<file path="src/rtl/spi_arbiter.sv">
// spi_arbiter: round-robin sharing of one SPI master, cs-tracked completion with timeout
module spi_arbiter #(
  parameter int NREQ = 4,
  parameter int DW = 12,
  parameter int GAP_CYC = 2,
  parameter int TIMEOUT = 4096
) (
  input  logic              clk,
  input  logic              rst,
  input  logic [NREQ-1:0]   req,
  input  logic [NREQ*DW-1:0] req_data,
  output logic [NREQ-1:0]   ack,
  output logic [NREQ-1:0]   done,
  output logic              err,
  output logic              busy,
  output logic              spi_newd,
  output logic [DW-1:0]     spi_din,
  input  logic              spi_cs
);
  localparam int PW = $clog2(NREQ);
  localparam int TW = $clog2(TIMEOUT);
  localparam int GW = $clog2(GAP_CYC + 1);
  typedef enum logic [1:0] {IDLE, WAIT_START, WAIT_END, GAP} state_t;
  state_t state, state_n;
  logic [PW-1:0] ptr, ptr_n, own, own_n, gidx;
  logic [TW-1:0] tcnt, tcnt_n;
  logic [GW-1:0] gcnt, gcnt_n;
  logic [NREQ-1:0] ack_n, done_n;
  logic [DW-1:0] din_n;
  logic found, err_n, newd_n, tmo;
  always_comb begin
    found = 1'b0;
    gidx = ptr;
    for (int i = NREQ - 1; i >= 0; i--)
      if (req[PW'((int'(ptr) + i) % NREQ)]) begin
        found = 1'b1;
        gidx = PW'((int'(ptr) + i) % NREQ);
      end
  end
  assign tmo = tcnt == TW'(TIMEOUT - 1);
  always_comb begin
    state_n = state;
    ptr_n = ptr;
    own_n = own;
    tcnt_n = tcnt;
    gcnt_n = gcnt;
    ack_n = '0;
    done_n = '0;
    err_n = 1'b0;
    newd_n = 1'b0;
    din_n = spi_din;
    case (state)
      IDLE: if (found) begin
        state_n = WAIT_START;
        ack_n = NREQ'(1) << gidx;
        newd_n = 1'b1;
        din_n = req_data[gidx*DW +: DW];
        own_n = gidx;
        ptr_n = (gidx == PW'(NREQ - 1)) ? '0 : gidx + 1'b1;
        tcnt_n = '0;
      end
      WAIT_START: if (tmo) begin
        err_n = 1'b1;
        state_n = GAP;
        gcnt_n = '0;
      end else begin
        tcnt_n = tcnt + 1'b1;
        state_n = spi_cs ? WAIT_START : WAIT_END;
      end
      WAIT_END: if (spi_cs || tmo) begin
        done_n = spi_cs ? NREQ'(1) << own : '0;
        err_n = !spi_cs;
        state_n = GAP;
        gcnt_n = '0;
      end else
        tcnt_n = tcnt + 1'b1;
      GAP: if (gcnt == GW'(GAP_CYC - 1)) state_n = IDLE;
        else gcnt_n = gcnt + 1'b1;
      default: state_n = IDLE;
    endcase
  end
  always_ff @(posedge clk or posedge rst)
    if (rst) begin
      state <= IDLE;
      ptr <= '0;
      own <= '0;
      tcnt <= '0;
      gcnt <= '0;
      ack <= '0;
      done <= '0;
      err <= 1'b0;
      busy <= 1'b0;
      spi_newd <= 1'b0;
      spi_din <= '0;
    end else begin
      state <= state_n;
      ptr <= ptr_n;
      own <= own_n;
      tcnt <= tcnt_n;
      gcnt <= gcnt_n;
      ack <= ack_n;
      done <= done_n;
      err <= err_n;
      busy <= state_n != IDLE;
      spi_newd <= newd_n;
      spi_din <= din_n;
    end
endmodule

</file>
<file path="config.mk">
export PLATFORM = sky130hd
export DESIGN_NAME = spi_arbiter
export DESIGN_NICKNAME = d
export VERILOG_FILES = /design/src/rtl/spi_arbiter.sv
export SDC_FILE = /design/constraint.sdc
export NUM_CORES = 1
export LEC_CHECK = 0
export CAP_MARGIN = 0
export CORE_MARGIN = 2
export CORE_UTILIZATION = 47
export DETAILED_ROUTE_END_ITERATION = 7
export GPL_TIMING_DRIVEN = 1
export HOLD_SLACK_MARGIN = 0.02
export PLACE_DENSITY_LB_ADDON = 0.2
export SETUP_SLACK_MARGIN = 0.3
export SLEW_MARGIN = 5
export SYNTH_ARGS = -nofsm -noshare
export SYNTH_HDL_FRONTEND = slang
export SYNTH_SLANG_ARGS = --single-unit
</file>
<file path="constraint.sdc">
create_clock -name clk -period 2.3 [get_ports clk]
set_input_delay 0.345 -clock clk [delete_from_list [all_inputs] [get_ports clk]]
set_output_delay 0.345 -clock clk [all_outputs]
set_load 0.03 [all_outputs]
</file>
==> After elaboration in Yosys (flattened, before gate mapping) <==
Cells that the tools add are included.
{ "word_totals": {"n_memories": 0, "input_bits": 55, "ramBits": 0, "out_inout_bits": 23, "mem_bits_ro": 0, "latch_bits": 0, "register_bits": 43, "wordCells": 91} }
{ "op_classes": {"eq_ne": 12, "addsub": 6, "mux": 45, "reduce_logical": 9, "bitwise": 0, "magnitude_cmp": 4, "multipliers": 1, "n_shift": 3, "div": 0} }
{ "op_table": {"columns": ["op", "n"], "rows": [
  ["$shiftx 48x7->12", 1],
  ["$mux 12", 3],
  ["$pmux 12 s3", 1],
  ["$mux 2", 13],
  ["$mux 4", 5],
  ["$lt 2x4->1 const B", 4],
  ["$mux 1", 16],
  ["$add 12x1->12 const B", 1],
  ["$eq 12x12->1 const B", 1],
  ["$ne 2x2->1 const B", 6],
  ["$bmux 1 s2", 4],
  ["$pmux 2 s4", 1],
  ["$reduce_and 4->1", 2],
  ["$shl 1x2->4 const A", 2],
  ["$add 2x1->2 const B", 3],
  ["$eq 2x2->1 const B", 3],
  ["$pmux 2 s3", 1],
  ["$reduce_bool 3->1", 2],
  ["$add 2x2->2 const B", 2],
  ["$eq 2x1->1 const B", 2],
  ["$mul 2x2->4 const B", 1],
  ["$logic_not 2->1", 1],
  ["$pmux 1 s2", 1],
  ["$reduce_and 2->1", 1],
  ["3 further kinds", 3]
]} }

==> Longest topological paths before layout <==
{ "logic_depth": {"ltp_word": 11, "mapped_depth": 9} }

==> Worst setup path before layout <==
No wires, ideal clock.
{ "synth_timing": {"path_type": "register -> register", "startpoint": "register state[0]", "endpoint": "register tcnt[6]", "t_arrival_ns": 1.888, "n_path_buf": 2, "setup_slack_ns": 0.301, "t_required_ns": 2.190, "path_stages_with_launch": 9, "setup_ns": 0.110, "cell_sequence": "dfrtp_1 > inv_1 > ha_1 > clkbuf_1 > a221oi_2 > o31ai_4 > or2_1 > buf_4 > o41ai_1"} }
{ "synth_between": {"elab_chain_cells": 3, "word_cells_on_any_way": 9} }
{ "synth_rtl": {"columns": ["element", "line", "rtl"], "rows": [
  ["start: declaration", "24", "state_t state, state_n;"],
  ["start signal: assignment", "96", "state <= state_n;"],
  ["$eq 2x2->1 (tied with other cells)", "52", "case (state)"],
  ["$ne 2x2->1 (no source line) / $reduce_bool 3->1 (equally long branches)", null, null],
  ["$reduce_and 4->1 (no source line)", null, null],
  ["end signal: assignment", "99", "tcnt <= tcnt_n;"],
  ["end: declaration", "26", "logic [TW-1:0] tcnt, tcnt_n;"]
]} }
Parallel ways exist; a longest one is shown, timed or not.
A chain may end at the register's enable or synchronous reset.

==> Worst setup path after layout <==
{ "layout_timing": {"startpoint": "input port req[1]", "endpoint": "register tcnt[4]"} }
{ "layout_between": {"elab_chain_cells": 9, "word_cells_on_any_way": 18} }
{ "layout_rtl": {"columns": ["element", "line", "rtl"], "rows": [
  ["start: declaration", "10", "input logic [NREQ-1:0] req,"],
  ["$bmux 1 s2", "35", "if (req[PW'((int'(ptr) + i) % NREQ)]) begin"],
  ["$mux 1 (not written as such) (2 in a row)", "35", null],
  ["$mux 1 (3 in a row)", "35", null],
  ["$mux 1 *", "35", null],
  ["$ne 2x2->1 (no source line) *", null, null],
  ["$reduce_and 4->1 (no source line) *", null, null]
]} }
Mark *: on every way between the ends. The rest lies on a longest branch, timed or not. The select of a mux whose other input is x is not followed.

==> impl_metrics.tcl <==
set metrics [dict create \
    maxSlewHeadroom_pct 60.2 \
    async_reset_ff_share_pct 100 \
    dieArea_um2 5920 \
    syn2layout_area_growth_pct 50.1 \
    timing.setup.tns_ns 0 \
    gp_congestion 0.822 \
    crit_family "buffers and inverters" \
    yosysMostFrequentCell "dfrtp_1" \
    critPathSlowestCell "clkdlybuf4s50_1" \
    routed_wirelength_um 6800 \
    io_buffers 77 \
    overflow 0 \
    multi_input_area_um2 1380 \
    yosysWarningCount 0 \
    cts_tree "built" \
    power_mw 4.33 \
    synth_area_um2 2500 \
    placed_area_um2 3500 \
    rows 26 \
    routedWlPerCell_um 15.6 \
    use_met1_pct 26.3 \
    crit_chain "clkdlybuf4s50_1, nor4_4, buf_4, a221oi_4, o31ai_4, or2_4, o31ai_1" \
    grt.busiest_layer "met2" \
    grt_pass1_vias 2440 \
    via_count 2431 \
    syn_area_per_cell_um2 9.39 \
    slowest_delay_ns 0.60 \
    hold_viol 0 \
    htree_levels 2 \
    hold_class "input port to async pin" \
    crit_arrival_ns 2.17 \
    diodes 0 \
    dr.pass1.iters 4 \
    drc 0 \
    die_h_um 76.9 \
    crit_type "input port to register" \
    numCtsBuffers 5 \
    final.period_utilization_pct 85.2 \
    drt_iter0_drc 98 \
    core_area_um2 5110 \
    ioPinCount 78 \
    dp_hpwl_um 4900 \
    p_per_area_nw_per_um2 1150 \
    max_freq_mhz 510 \
    cp.depth 7 \
    start_kind "input port" \
    ys_ff_latch 43 \
    antenna_found_initial 0 \
    synthesis.instances 266 \
    r2r_cells 6 \
    rsz0062_at_grt "true" \
    skew_ns 0.00363 \
    ant_nets 0 \
    worst_slew_pin_slew_ns 0.596 \
    synth.distinct_cells 49 \
    maxCapViolations 0 \
    synth_top_area_share_pct 43.1 \
    drive_gt1_share_pct 18.0 \
    clockRootBuffer "clkbuf_8" \
    grt_usage_pct 22.6 \
    insertion_delay_ns 0.30 \
    ys.flop_type "dfrtp_1" \
    cts_sinks 43 \
    hold_buffers 0 \
    status "completed" \
    ys_seq_area_share_pct 43.1 \
    final_area_um2 3750 \
    clk_pin_slew_ns 0.08 \
    grt_max_degree 17 \
    initial_core_util_pct 48.9 \
    fin_util_pct 73.4 \
    setup_viol 0 \
    slew_violations 0 \
    endpoint_kind "register" \
    ys_top_cells_by_count "dfrtp_1, a211oi_1, inv_1, nor2_1, a31oi_1" \
    power_leakage_nw 1.62 \
    yosysTopAreaCell "dfrtp_1" \
    required_ns 2.51 \
    viasPerCell 5.58 \
    met2_usage_pct 39.6 \
    register_area_um2 1080 \
    cp_max_fo 10 \
    yosys-top-cells-area "dfrtp_1, a211oi_1, ha_1" \
    synth_edf_count 0 \
    layout_min_cycle_time_ns 1.96 \
    die_w_um 76.9 \
    syn_nets 332 \
    ir_drop_mv 0.799 \
    cp_num_buf_inv 2 \
    met3_usage_pct 7.06 \
    fin_nets 431 \
    fill_cells 397 \
    clockBufferDepth 2 \
    grt_pass1_wl_um 10800 \
]
-- stage by stage --
stage,instances,setup WS (ns),hold WS (ns)
3_3_place_gp,424,-0.0774,0.444
2_1_floorplan,266,0.301,0.425
4_1_cts,433,0.285,0.416
5_1_grt,436,0.270,0.453
3_5_place_dp,424,-0.185,0.452
6_report,436,0.340,0.403
-- state kept, by name, indices dropped and copies added (netlist names) --
signal and flops:
spi_din 12, done 4, busy 1, ack 4
err 1, ptr 2, own 2, tcnt 12
state 2, gcnt 2, spi_newd 1
-- placed cells by master, fill, tap and decap left out, drive strengths merged, types with 7 or more instances in the layout --
cell type      netlist  routed
o31ai                7       7
o21ai               16      16
clkdlybuf4s50        0      75
a211oi              24      24
nand2               12      12
inv                 23      23
dfrtp               43      43
nand3                8       8
ha                  11      11
buf                  6      30
clkbuf               9       8
mux2i               12      12
nor2                23      23
a31oi               15      15
-- worst reg2reg max path: cells and delay by family, from the launching register on --
| kind | cells | cell delay [ns] |
|---|---|---|
| AOI/OAI and AO/OA | 3 | 0.46 |
| buffers and inverters | 1 | 0.23 |
| and+or+nand+nor | 2 | 0.75 |
| DFF | 1 | 0.42 |
-- repair_timing --
| action | in CTS | in global routing |
|---|---|---|
| resized for setup | 9 | 20 |
| endpoints found under the setup margin | 24 | 25 |
| buffers inserted | 1 | 2 |
| pin swaps | 0 | 3 |
| cloned | 0 | 1 |
-- report_power, final --
part           total [mW]  internal (mW)  leakage (nW)  switching [mW]
Sequential           1.19          0.999         0.543           0.188
Clock               0.542          0.274        0.0515           0.268
Combinational        2.60           1.15          1.03            1.45
Total                4.33           2.42          1.62            1.91
-- path summary, 6_finish.rpt --
check	startpoint	to	slack (ns)
setup reg to reg	tcnt[4]	tcnt[3]	0.36
max in group asynchronous	rst	tcnt[6]	1.24
hold reg to reg	own[1]	done[1]	0.46
hold / removal	rst	ptr[0]	0.40
setup / recovery	req[1]	tcnt[4]	0.34
min in group clk	own[1]	done[1]	0.46
-- cell type report --
class	count	area share, %
multi-input cells	184	36.7
flip-flops and latches	43	28.7
repair buffers	107	27.2
clock buffers	8	2.67
inverters	24	2.47
well taps	70	2.33
-- logic make-up (layout without fill, tap and decap cells) --
| family | count (synthesis) | after routing | share of synthesized area, % |
|---|---|---|---|
| AOI/OAI and AO/OA | 81 | 81 | 22.8 |
| and+or+nand+nor | 78 | 78 | 16.5 |
| DFF | 43 | 43 | 43.1 |
| buffers and inverters | 39 | 139 | 6.36 |
| muxes | 14 | 14 | 5.71 |
| adders and majority gates | 11 | 11 | 5.51 |
-- per-layer routing --
layer	share of wire (%)	wire (µm)
met2	53	3610
met1	39	2630
met3	6.6	448
met4	1.7	116
met5	0	0
Power figures use the tool's default switching activity.
